## src/rtl/tank_access_ctrl.sv

```systemverilog
// Serial access sequencer for one mercury-tank store: tracks the circulating head
// position and gates exactly one long word into or out of the tank per request.
module tank_access_ctrl #(
  parameter  int STORE_LEN  = 16,
  parameter  int WORD_WIDTH = 36,
  parameter  int AW         = $clog2(STORE_LEN),
  localparam int BW         = $clog2(WORD_WIDTH)
) (
  input  logic                  rack_clk,
  input  logic                  rack_rst_n,
  input  logic                  req_valid,
  output logic                  req_ready,
  input  logic                  req_write,
  input  logic [AW-1:0]         req_addr,
  input  logic [WORD_WIDTH-1:0] wr_data,
  output logic [WORD_WIDTH-1:0] rd_data,
  output logic                  done,
  output logic                  err,
  output logic [AW-1:0]         pos_word,
  output logic [BW-1:0]         pos_bit,
  output logic                  rack_mib,
  output logic                  rack_loc_t_in,
  output logic                  rack_loc_t_clr,
  output logic                  rack_loc_t_out,
  input  logic                  rack_loc_mob_t
);

  typedef enum logic [1:0] {S_IDLE, S_WAIT, S_XFER, S_DONE} state_t;

  localparam logic [AW-1:0] LAST_WORD = AW'(STORE_LEN - 1);
  localparam logic [BW-1:0] LAST_BIT  = BW'(WORD_WIDTH - 1);
  localparam logic [AW:0]   LEN_EXT   = (AW+1)'(STORE_LEN);

  state_t                r_state;
  logic                  r_ready, r_done, r_err;
  logic                  r_mib, r_t_in, r_t_clr, r_t_out;
  logic                  r_write;
  logic [AW-1:0]         r_addr, r_pos_word;
  logic [BW-1:0]         r_pos_bit;
  logic [WORD_WIDTH-1:0] r_wdata, r_cap, r_rd_data;

  logic [AW-1:0]         w_nxt_word;
  logic [BW-1:0]         w_nxt_bit;
  logic                  w_bit_wrap, w_oor, w_hit_req, w_hit_cur;
  logic [WORD_WIDTH-1:0] w_cap_nxt;

  // Strobes are registered, so every decision looks at the head position of the next cycle.
  assign w_bit_wrap = (r_pos_bit == LAST_BIT);
  assign w_nxt_bit  = w_bit_wrap ? '0 : r_pos_bit + BW'(1);
  assign w_nxt_word = !w_bit_wrap ? r_pos_word :
                      (r_pos_word == LAST_WORD) ? '0 : r_pos_word + AW'(1);
  assign w_oor      = ({1'b0, req_addr} >= LEN_EXT);
  assign w_hit_req  = (w_nxt_word == req_addr) && (w_nxt_bit == '0);
  assign w_hit_cur  = (w_nxt_word == r_addr)   && (w_nxt_bit == '0);

  always_comb begin
    w_cap_nxt            = r_cap;
    w_cap_nxt[r_pos_bit] = rack_loc_mob_t;
  end

  always_ff @(posedge rack_clk or negedge rack_rst_n) begin
    if (!rack_rst_n) begin
      r_state    <= S_IDLE;
      r_ready    <= 1'b1;
      r_done     <= 1'b0;
      r_err      <= 1'b0;
      r_mib      <= 1'b0;
      r_t_in     <= 1'b0;
      r_t_clr    <= 1'b0;
      r_t_out    <= 1'b0;
      r_write    <= 1'b0;
      r_addr     <= '0;
      r_pos_word <= '0;
      r_pos_bit  <= '0;
      r_wdata    <= '0;
      r_cap      <= '0;
      r_rd_data  <= '0;
    end else begin
      r_pos_word <= w_nxt_word;
      r_pos_bit  <= w_nxt_bit;
      r_done     <= 1'b0;
      r_err      <= 1'b0;
      r_mib      <= 1'b0;
      r_t_in     <= 1'b0;
      r_t_clr    <= 1'b0;
      r_t_out    <= 1'b0;
      case (r_state)
        S_IDLE: if (req_valid) begin
          r_write <= req_write;
          r_addr  <= req_addr;
          r_wdata <= wr_data;
          r_ready <= 1'b0;
          if (w_oor) begin
            r_state <= S_DONE;
            r_done  <= 1'b1;
            r_err   <= 1'b1;
          end else if (w_hit_req) begin
            r_state <= S_XFER;
            r_t_in  <= req_write;
            r_t_clr <= req_write;
            r_t_out <= !req_write;
            r_mib   <= req_write & wr_data[0];
          end else begin
            r_state <= S_WAIT;
          end
        end
        S_WAIT: if (w_hit_cur) begin
          r_state <= S_XFER;
          r_t_in  <= r_write;
          r_t_clr <= r_write;
          r_t_out <= !r_write;
          r_mib   <= r_write & r_wdata[0];
        end
        S_XFER: begin
          r_cap <= w_cap_nxt;
          if (w_bit_wrap) begin
            r_state <= S_DONE;
            r_done  <= 1'b1;
            if (!r_write) r_rd_data <= w_cap_nxt;
          end else begin
            r_t_in  <= r_write;
            r_t_clr <= r_write;
            r_t_out <= !r_write;
            r_mib   <= r_write & r_wdata[w_nxt_bit];
          end
        end
        S_DONE: begin
          r_state <= S_IDLE;
          r_ready <= 1'b1;
        end
        default: r_state <= S_IDLE;
      endcase
    end
  end

  assign req_ready      = r_ready;
  assign done           = r_done;
  assign err            = r_err;
  assign rd_data        = r_rd_data;
  assign pos_word       = r_pos_word;
  assign pos_bit        = r_pos_bit;
  assign rack_mib       = r_mib;
  assign rack_loc_t_in  = r_t_in;
  assign rack_loc_t_clr = r_t_clr;
  assign rack_loc_t_out = r_t_out;

endmodule

```

## config.mk

```make
export PLATFORM = sky130hd
export DESIGN_NAME = tank_access_ctrl
export DESIGN_NICKNAME = d
export VERILOG_FILES = /design/src/rtl/tank_access_ctrl.sv
export SDC_FILE = /design/constraint.sdc
export NUM_CORES = 1
export LEC_CHECK = 0
export ABC_AREA = 1
export CORE_UTILIZATION = 44
export CTS_CLUSTER_SIZE = 12
export DETAILED_ROUTE_END_ITERATION = 12
export DONT_BUFFER_PORTS = 1
export GPL_ROUTABILITY_DRIVEN = 0
export PLACE_DENSITY = 0.58
export SETUP_SLACK_MARGIN = 0.3
export SYNTH_ARGS = -nofsm -noshare
export SYNTH_HDL_FRONTEND = slang
export SYNTH_SLANG_ARGS = --single-unit
```

## constraint.sdc

```tcl
create_clock -name rack_clk -period 4.2 [get_ports rack_clk]
set_clock_uncertainty 0.1 [all_clocks]
set_input_delay 0.42 -clock rack_clk [delete_from_list [all_inputs] [get_ports rack_clk]]
set_output_delay 0.42 -clock rack_clk [all_outputs]
set_load 0.005 [all_outputs]
```

==> impl_metrics.yaml <==
routing:
  vias_per_cell: 5.30
  drt_iter0_drc: 300
  wl_um: 14800
  dr.pass1.iters: 7
  ant_nets: 0
  wl_per_cell_um: 16.2
  vias: 4861
  route.detailed.drc: 0
final_layout:
  drive_above_1_share_pct: 13.8
  seq_area_sq_um: 3250
  fin_util_pct: 50.4
  final_common_cell: "nand2_1"
  area_growth_pct: 10.9
  nFillCells: 1328
  layout.nets: 777
  multi_input_area_sq_um: 2750
  diodes: 0
  layout_common_cells: "298 x nand2_1, 129 x dfrtp_1, 49 x nand3_1"
  fin_cells: 918
cts:
  clk_pin_slew_ns: 0.06
  htreeDepth: 4
  cts_buffer_depth: 2
  hold_buffers: 3
  numCtsBuffers: 17
  ctsResizeCount: 0
  cts.sink_count: 130
  post_cts_buffers: 0
  cts_tree: "yes"
  insertion_delay_ns: 0.41
  cts_root_buffer: "clkbuf_16"
pwr:
  p_leak_nw: 3.60
  p_comb_share_pct: 23.0
  power.density_nw_per_um2: 615
  vdd_drop_max_mv: 0.284
  intPower_mw: 2.95
  power.share.clock_pct: 34.4
  seq_power_share_pct: 42.6
  switching_share_pct: 31.9
  switchingPower_mw: 1.38
placement:
  pre_cts_slack_ns: 1.44
  placed_cells: 883
  dp_hpwl_um: 9740
  portBuffers: 0
critical_path:
  crit_type: "flop to flop"
  max_stage_delay_ns: 0.59
  critPathSlowestCell: "dfrtp_1"
  critPathRequiredTime_ns: 4.42
  crit_top_cell: "nand2_1"
  startpoint_type: "flop"
  crit_path_end_kind: "flop"
  path_cells: "ha_1 -> nand3_4 -> nand3_1 -> nand2_2 -> nor3_2 -> nand3_1 -> nor2_2 -> nand2_1 -> nand2_1 -> nand2_2 -> nor2_4 -> nand2_1 -> o21ai_0"
  worstPathArrival_ns: 3.01
  crit_fanout: 25
die:
  dieArea_sq_um: 14900
  io_pins: 98
  die-width_um: 122
  die_h_um: 122
  core_sq_um: 14000
  start_util_pct: 45.4
  rows: 43
synth:
  synth.distinct_cells: 39
  yosys_register_bits: 130
  synth_top_family_by_area: "simple AND/OR/NAND/NOR gates"
  syn-num-nets: 787
  synthMuxAreaShare_pct: 6.38
  synth.avg_cell_area_sq_um: 8.64
  yosys.area_share.simple_pct: 27.1
  netlist_instances: 735
  synth_compound_area_share_pct: 7.47
  synth_fa_ha_area_share_pct: 1.38
  seq_area_frac_synth_pct: 51.2
  netlist_area_sq_um: 6350
  synth_xor_area_share_pct: 0.946
  yosysWarnings: 0
global_route:
  grt_max_degree: 131
  antenna_found_initial: 0
  grt.total_usage_pct: 21.1
  grt_pass1_vias: 4637
  overflow: 0
  grt_pass1_wl_um: 23800
timing:
  worst_slew_pin_slew_ns: 1.11
  grt_setup_unrepaired: "false"
  min_period_ns: 2.79
  final.setup.tns_ns: 0
  slew-limit-headroom_pct: 26.1
  fmax_ghz: 0.358
  hold_viol: 0
  min_period_over_period_pct: 66.5
  setup_violations: 0
  drv_slew: 0
  fin_ws_ns: 1.41
job:
  cap_violations: 0
worst_hold_path:
  min_path_type: "primary input to flop"
status:
  status: "complete, no violations"
-- cells in the mapped netlist, drive strengths merged --
cell      n  area share, %
nor3      8            1.4
clkbuf   23            1.4
a21oi    38            3.0
nand4     2           0.20
mux2     36            6.4
nor2     21            1.9
conb      1          0.059
and2      2           0.20
inv      35            2.1
o21ai    13            1.0
clkinv    2           0.12
buf      13            1.9
xnor2     2           0.28
dfstp     1           0.41
nand3    51            4.3
nand3b    2           0.24
ha        7            1.4
a31oi    35            3.4
xor2      4           0.67
or2       3           0.30
nand2   307             19
dfrtp   129             51
-- cell families after synthesis --
family                     Yosys count
xor gates and xnor gates             6
DFF                                130
and+or+nand+nor                    396
muxes                               36
AOI/OAI and AO/OA                   86
buffers and inverters               73
adders and majority gates            7
other                                1
-- power groups by stage --
stage / Combinational, mW / Clock [mW] / Sequential [mW]
floorplan: 0.776 / 0 / 1.79
global placement: 0.924 / 0 / 1.85
detailed placement: 0.968 / 0 / 1.86
CTS: 1.01 / 1.52 / 1.85
global route: 1.15 / 1.59 / 1.89
finish: 0.996 / 1.49 / 1.85
-- metrics by stage --
stage	total power, mW	area (sq um)	hold slack, ns
4_1_cts	4.37	7040	0.0000601
5_1_grt	4.63	7040	0.00522
6_report	4.33	7040	0.0150
3_3_place_gp	2.77	6400	0.0299
2_1_floorplan	2.57	6350	0.0244
3_5_place_dp	2.83	6400	0.0301
-- sequential cells by signal, summed over array words and instances, names as in the netlist, 2 cells and up --
register / count
rd_data: 36
r_addr: 4
r_cap: 36
pos_word: 4
pos_bit: 6
r_wdata: 36
r_state: 2
-- cell type report --
cell class	instances	share of cell area (%)
Clock buffer	23	6.64
Multi-Input combinational cell	532	39.0
Timing Repair Buffer	7	1.10
Inverter	37	1.97
Clock inverter	9	1.85
Sequential cell	130	46.2
Tap cell	180	3.20
-- worst max-delay path: cells and delay by family, from the launching register on --
kind | cells | cell delay, ns
DFF | 1 | 0.59
AOI/OAI and AO/OA | 1 | 0.09
and+or+nand+nor | 11 | 1.60
adders and majority gates | 1 | 0.31
-- routing by layer --
| layer | wire length (um) | track usage [%] |
|---|---|---|
| met1 | 6650 | 27.6 |
| met2 | 7110 | 32.9 |
| met3 | 759 | 5.10 |
| met4 | 318 | 9.91 |
| met5 | 0 | 0 |
-- final timing paths --
path / start / endpoint / slack, ns / cells after the start
hold reg to reg: r_cap[16] / r_cap[16] / 0.38 / 2
max in group asynchronous: rack_rst_n / rd_data[34] / 2.88 / 2
hold / removal: wr_data[9] / r_wdata[9] / 0.02 / 2
min in group asynchronous: rack_rst_n / r_cap[30] / 0.53 / 2
setup reg to reg: pos_bit[1] / r_state[0] / 1.41 / 13
setup / recovery: pos_bit[1] / r_state[0] / 1.41 / 13
Note: power is estimated with default switching activity, not from simulation.
